<file path="src/rtl/fetch_sequencer_if.sv">
// Bus bundle between the Nibbler fetch sequencer and its environment:
// program ROM port, decode handshake, jump redirect, halt and debug read port.
// The master side is the sequencer; the slave side is ROM/decode/execute/debug.
interface fetch_sequencer_if #(
  parameter int ADDR_W = 12
);

  logic [ADDR_W-1:0] rom_addr;
  logic [7:0]        rom_data;

  logic              instr_valid;
  logic              instr_ready;
  logic [7:0]        instr_opcode;
  logic [7:0]        instr_operand;
  logic              instr_len2;
  logic [ADDR_W-1:0] instr_pc;

  logic              jmp_en;
  logic [ADDR_W-1:0] jmp_addr;
  logic              halt;

  logic              dbg_req;
  logic [ADDR_W-1:0] dbg_addr;
  logic              dbg_gnt;
  logic [7:0]        dbg_data;

  modport master (
    output rom_addr,
    input  rom_data,
    output instr_valid,
    input  instr_ready,
    output instr_opcode,
    output instr_operand,
    output instr_len2,
    output instr_pc,
    input  jmp_en,
    input  jmp_addr,
    input  halt,
    input  dbg_req,
    input  dbg_addr,
    output dbg_gnt,
    output dbg_data
  );

  modport slave (
    input  rom_addr,
    output rom_data,
    input  instr_valid,
    output instr_ready,
    input  instr_opcode,
    input  instr_operand,
    input  instr_len2,
    input  instr_pc,
    output jmp_en,
    output jmp_addr,
    output halt,
    output dbg_req,
    output dbg_addr,
    input  dbg_gnt,
    input  dbg_data
  );

endinterface

</file>
<file path="src/rtl/fetch_sequencer.sv">
// Nibbler fetch sequencer: owns the program counter, reads the combinational
// program ROM one byte per cycle, assembles 1- and 2-byte instructions for
// decode, applies jump redirects at the decode handshake, and lends the ROM
// bus to a debug reader only between instructions.
module fetch_sequencer #(
  parameter int                ADDR_W    = 12,
  parameter logic [ADDR_W-1:0] RESET_VEC = '0
) (
  input logic               clk,
  input logic               rst_n,
  fetch_sequencer_if.master bus
);

  typedef enum logic [2:0] {
    S_FETCH1,
    S_FETCH2,
    S_VALID,
    S_IDLE,
    S_DBG
  } state_t;

  localparam logic [ADDR_W-1:0] PC_STEP = ADDR_W'(1);

  state_t            r_state;
  state_t            w_nextState;

  logic [ADDR_W-1:0] r_pc;
  logic [7:0]        r_opcode;
  logic [7:0]        r_operand;
  logic              r_len2;
  logic [ADDR_W-1:0] r_instrPc;
  logic [7:0]        r_dbgData;

  logic              w_isLen2;
  logic              w_handshake;
  logic              w_instrValid;
  logic              w_dbgGnt;
  logic [ADDR_W-1:0] w_romAddr;

  // Jump-class opcodes (top two bits zero) carry a second operand byte.
  assign w_isLen2    = (bus.rom_data[7:6] == 2'b00);
  assign w_handshake = (r_state == S_VALID) && bus.instr_ready;

  // State register; reset aborts any fetch or debug session immediately.
  always_ff @(posedge clk or negedge rst_n) begin
    if (!rst_n) begin
      r_state <= S_FETCH1;
    end else begin
      r_state <= w_nextState;
    end
  end

  // Next-state decode plus the state-derived outputs (valid, grant, bus mux).
  always_comb begin
    w_nextState  = r_state;
    w_instrValid = 1'b0;
    w_dbgGnt     = 1'b0;
    w_romAddr    = r_pc;
    case (r_state)
      S_FETCH1: begin
        w_nextState = w_isLen2 ? S_FETCH2 : S_VALID;
      end
      S_FETCH2: begin
        w_nextState = S_VALID;
      end
      S_VALID: begin
        w_instrValid = 1'b1;
        if (bus.instr_ready) begin
          if (bus.dbg_req) begin
            w_nextState = S_DBG;
          end else if (bus.halt) begin
            w_nextState = S_IDLE;
          end else begin
            w_nextState = S_FETCH1;
          end
        end
      end
      S_IDLE: begin
        if (bus.dbg_req) begin
          w_nextState = S_DBG;
        end else if (!bus.halt) begin
          w_nextState = S_FETCH1;
        end
      end
      S_DBG: begin
        w_dbgGnt  = 1'b1;
        w_romAddr = bus.dbg_addr;
        if (!bus.dbg_req) begin
          w_nextState = S_FETCH1;
        end
      end
      default: begin
        w_nextState = S_FETCH1;
      end
    endcase
  end

  // Datapath: PC, instruction holding registers and the debug read-back byte.
  always_ff @(posedge clk or negedge rst_n) begin
    if (!rst_n) begin
      r_pc      <= RESET_VEC;
      r_opcode  <= '0;
      r_operand <= '0;
      r_len2    <= 1'b0;
      r_instrPc <= '0;
      r_dbgData <= '0;
    end else begin
      case (r_state)
        S_FETCH1: begin
          r_opcode  <= bus.rom_data;
          r_instrPc <= r_pc;
          r_pc      <= r_pc + PC_STEP;
          if (!w_isLen2) begin
            r_operand <= '0;
            r_len2    <= 1'b0;
          end
        end
        S_FETCH2: begin
          r_operand <= bus.rom_data;
          r_len2    <= 1'b1;
          r_pc      <= r_pc + PC_STEP;
        end
        S_VALID: begin
          if (w_handshake && bus.jmp_en) begin
            r_pc <= bus.jmp_addr;
          end
        end
        S_DBG: begin
          r_dbgData <= bus.rom_data;
        end
        default: begin
        end
      endcase
    end
  end

  assign bus.rom_addr      = w_romAddr;
  assign bus.instr_valid   = w_instrValid;
  assign bus.instr_opcode  = r_opcode;
  assign bus.instr_operand = r_operand;
  assign bus.instr_len2    = r_len2;
  assign bus.instr_pc      = r_instrPc;
  assign bus.dbg_gnt       = w_dbgGnt;
  assign bus.dbg_data      = r_dbgData;

endmodule
</file>
<file path="src/flat_wrapper.sv">
// flat-port wrapper written by rule: the top's interface ports become plain ports
module fetch_sequencer_flat 
#(
  parameter int                ADDR_W    = 12,
  parameter logic [ADDR_W-1:0] RESET_VEC = '0
)
  (clk, rst_n, bus_rom_addr, bus_rom_data, bus_instr_valid, bus_instr_ready, bus_instr_opcode, bus_instr_operand, bus_instr_len2, bus_instr_pc, bus_jmp_en, bus_jmp_addr, bus_halt, bus_dbg_req, bus_dbg_addr, bus_dbg_gnt, bus_dbg_data);
  fetch_sequencer_if #(.ADDR_W(ADDR_W)) bus_i ();
  input logic clk;
  input logic rst_n;
  output wire logic [$bits(bus_i.rom_addr)-1:0] bus_rom_addr;
  input wire logic [$bits(bus_i.rom_data)-1:0] bus_rom_data;
  output wire logic [$bits(bus_i.instr_valid)-1:0] bus_instr_valid;
  input wire logic [$bits(bus_i.instr_ready)-1:0] bus_instr_ready;
  output wire logic [$bits(bus_i.instr_opcode)-1:0] bus_instr_opcode;
  output wire logic [$bits(bus_i.instr_operand)-1:0] bus_instr_operand;
  output wire logic [$bits(bus_i.instr_len2)-1:0] bus_instr_len2;
  output wire logic [$bits(bus_i.instr_pc)-1:0] bus_instr_pc;
  input wire logic [$bits(bus_i.jmp_en)-1:0] bus_jmp_en;
  input wire logic [$bits(bus_i.jmp_addr)-1:0] bus_jmp_addr;
  input wire logic [$bits(bus_i.halt)-1:0] bus_halt;
  input wire logic [$bits(bus_i.dbg_req)-1:0] bus_dbg_req;
  input wire logic [$bits(bus_i.dbg_addr)-1:0] bus_dbg_addr;
  output wire logic [$bits(bus_i.dbg_gnt)-1:0] bus_dbg_gnt;
  output wire logic [$bits(bus_i.dbg_data)-1:0] bus_dbg_data;
  assign bus_rom_addr = bus_i.rom_addr;
  assign bus_i.rom_data = bus_rom_data;
  assign bus_instr_valid = bus_i.instr_valid;
  assign bus_i.instr_ready = bus_instr_ready;
  assign bus_instr_opcode = bus_i.instr_opcode;
  assign bus_instr_operand = bus_i.instr_operand;
  assign bus_instr_len2 = bus_i.instr_len2;
  assign bus_instr_pc = bus_i.instr_pc;
  assign bus_i.jmp_en = bus_jmp_en;
  assign bus_i.jmp_addr = bus_jmp_addr;
  assign bus_i.halt = bus_halt;
  assign bus_i.dbg_req = bus_dbg_req;
  assign bus_i.dbg_addr = bus_dbg_addr;
  assign bus_dbg_gnt = bus_i.dbg_gnt;
  assign bus_dbg_data = bus_i.dbg_data;
  fetch_sequencer #(.ADDR_W(ADDR_W), .RESET_VEC(RESET_VEC)) u_core (.clk(clk), .rst_n(rst_n), .bus(bus_i));
endmodule
</file>
<file path="config.mk">
export PLATFORM = sky130hd
export DESIGN_NAME = fetch_sequencer_flat
export DESIGN_NICKNAME = d
export VERILOG_FILES = /design/src/rtl/fetch_sequencer_if.sv /design/src/rtl/fetch_sequencer.sv /design/src/flat_wrapper.sv
export SDC_FILE = /design/constraint.sdc
export NUM_CORES = 1
export LEC_CHECK = 0
export CAP_MARGIN = 10
export CORE_MARGIN = 1.5
export CORE_UTILIZATION = 44
export CTS_BUF_LIST = sky130_fd_sc_hd__clkbuf_16
export DETAILED_ROUTE_END_ITERATION = 16
export GPL_ROUTABILITY_DRIVEN = 0
export PLACE_DENSITY = 0.85
export REMOVE_ABC_BUFFERS = 1
export SYNTH_ARGS = -nofsm -noshare
export SYNTH_HDL_FRONTEND = slang
export SYNTH_SLANG_ARGS = --single-unit
</file>
<file path="constraint.sdc">
create_clock -name clk -period 2 [get_ports clk]
set_input_delay 0.3 -clock clk [delete_from_list [all_inputs] [get_ports clk]]
set_output_delay 0.3 -clock clk [all_outputs]
set_load 0.005 [all_outputs]
</file>
==> impl_metrics.tcl <==
set metrics [dict create \
    cts_sinks 52 \
    grt_max_degree 33 \
    final_common_cell "clkdlybuf4s50_1" \
    yosysWarnings 0 \
    ant_nets 0 \
    critPathRequiredTime_ns 1.70 \
    avgSynthCellArea_um2 12.0 \
    yosysSeqAreaShare 0.546 \
    ys_top_cells_by_area "dfrtp_1, mux2_2, a22o_1" \
    setup_viol 0 \
    placed_area_um2 3420 \
    placedCellCount 357 \
    post-route-period-util 0.984 \
    area_growth_pct 54.3 \
    critPathMaxFanout 6 \
    dp_slack_ns 0.0494 \
    cts_tree "built" \
    wl_per_cell_um 16.7 \
    num_antenna_cells 0 \
    final_cells 375 \
    regToRegStartpoint "u_core.r_state[0]$_DFFE_PN0P_" \
    ir_drop_v 0.00118 \
    slew_headroom 0.344 \
    dr.pass1.iters 4 \
    synth_edf_count 0 \
    rows 26 \
    numPortBuffers 88 \
    synthesis.area_um2 2380 \
    power_density_nw_per_um2 1600 \
    final_max_slew_viol_count 0 \
    dp_hpwl_um 4290 \
    clock_skew_ns 0.00834 \
    grt-busiest-layer "met2" \
    vias_per_cell 5.43 \
    grtUsageMet1 0.298 \
    grt_pass1_wl_um 10500 \
    ys_ff_latch 52 \
    r2r_setup_slack_ns 0.14 \
    ys.flop_type "dfrtp_1" \
    drt-total-wl_um 6270 \
    end_kind "primary output" \
    drv_cap 0 \
    dieArea_um2 5860 \
    met3_usage 0.0467 \
    cts.clk_slew.worst_paths_ns 0.07 \
    dieHeight_um 76.6 \
    worst_pin_slew_ns 0.975 \
    grt_overflow 0 \
    fillCellCount 363 \
    antenna_found_initial 0 \
    pin_count 89 \
    drc 0 \
    htreeDepth 2 \
    arrival_ns 1.67 \
    fmax_mhz 508 \
    yosys.area.top_type_share 0.546 \
    numCtsBuffers 5 \
    drt-initial-drc-count 111 \
    period_needed_ns 1.97 \
    p_leak_nw 1.58 \
    clock_path_buffers 2 \
    final_net_count 343 \
    initial_core_util 0.461 \
    globalRouteTotalUtil 0.228 \
    hp-class "in2async" \
    synth_area_leader_cell "dfrtp_1" \
    die_w_um 76.6 \
    use_met2 0.390 \
    synthesis.instances 198 \
    clkLatencyLatePin_ns 0.29 \
    rsz0062_at_grt "true" \
    mostFrequentLayoutCells "clkdlybuf4s50_1, dfrtp_1, mux2_2" \
    tns_ns 0 \
    grt_pass1_vias 2032 \
    ys_async_sr_fraction 1.00 \
    finalWorstSetupSlack_ns 0.0321 \
    finalHoldViolations 0 \
    status "completed" \
    holdWs_ns 0.507 \
    startpoint "u_core.r_state[1]$_DFFE_PN0P_" \
    fin_area_um2 3670 \
    num_vias 2035 \
    synth.distinct_cells 37 \
    cts-root-buf "clkbuf_16" \
    drive_above_1_share 0.285 \
    critPathKind "reg2out" \
    core_area_um2 5170 \
    cp-start-kind "register" \
]
[cell families (layout without fill, tap and decap cells)]
kind of cell,count (synthesis),after routing,share of synthesized area
buffers and inverters,14,121,0.0284
AO/OA/AOI/OAI,48,48,0.139
multiplexers,40,40,0.189
adder cells (fa/ha/maj),1,1,0.00525
AND/OR/NAND/NOR,43,43,0.0919
flip-flops,52,52,0.546
[synth_stat cells (2+ instances only)]
cell type / instances
mux2_2: 39
nand3_1: 8
a22o_1: 8
dfrtp_1: 52
a2bb2oi_1: 6
and3_1: 4
nor3_1: 3
clkbuf_1: 4
nand4_1: 2
buf_2: 6
a21oi_1: 12
nand2_1: 11
nor2_1: 7
o21ai_0: 3
and2_1: 2
a31oi_1: 3
o22ai_1: 7
inv_1: 2
[repair_timing]
action                                  in CTS  in global routing
endpoints found under the hold margin       20                  0
resized for setup                           65                  7
buffers inserted                            11                  0
hold buffers                                 1                  0
endpoints found under the setup margin      13                 13
pin swaps                                    1                  1
gates cloned                                 1                  0
[path summary, 6_finish.rpt]
check,end,cells past startpoint
max,bus_rom_addr[10],5
min,u_core.bus.dbg_data[2]$_DFFE_PN0N_,2
max reg2reg,u_core.bus.instr_operand[0]$_DFFE_PN0P_,4
min reg2reg,u_core.bus.instr_len2$_DFFE_PN0P_,1
max in group asynchronous,u_core.r_pc[6]$_DFFE_PN0P_,3
min in group clk,u_core.bus.instr_len2$_DFFE_PN0P_,1
[layer usage]
| layer | vias up | part of all wire |
|---|---|---|
| met1 | 1004 | 0.43 |
| met4 | 0 | 0.0059 |
| met5 | - | 0 |
| met2 | 70 | 0.52 |
| li1 | 957 | - |
| met3 | 4 | 0.047 |
[worst max-delay path, stage by stage, from the launching register on]
cell and delay [ns]:
dfrtp_1 0.41, nor3_4 0.26, buf_6 0.18, buf_6 0.11
mux2_4 0.29, buf_6 0.12
[sequential cells by signal, summed over array words and instances (netlist names)]
signal                    cells
u_core.r_state                3
u_core.bus.instr_operand      8
u_core.bus.instr_opcode       8
u_core.r_pc                  12
u_core.bus.instr_len2         1
u_core.bus.dbg_data           8
u_core.bus.instr_pc          12
[per-stage QoR]
stage               power (mW)  utilization
floorplan                 3.34            -
global placement          4.83        0.660
detailed placement        4.93        0.660
CTS                       5.92        0.719
global route              6.26        0.710
finish                    5.88        0.710
[where the power goes]
group | internal, mW | switching, mW
logic | 1.90 | 1.18
clock network | 0.462 | 0.375
registers | 1.56 | 0.399
total | 3.92 | 1.96
[final cells by class]
type | instances | area, um^2 | area share
clock buffers | 5 | 125 | 0.0340
repair buffers | 110 | 1070 | 0.292
inverters | 3 | 11.3 | 0.00306
clock inverters | 3 | 20.0 | 0.00545
multi-input cells | 132 | 1060 | 0.288
flip-flops and latches | 52 | 1300 | 0.354
well taps | 70 | 87.6 | 0.0238
(Power assumes the default switching activity.)
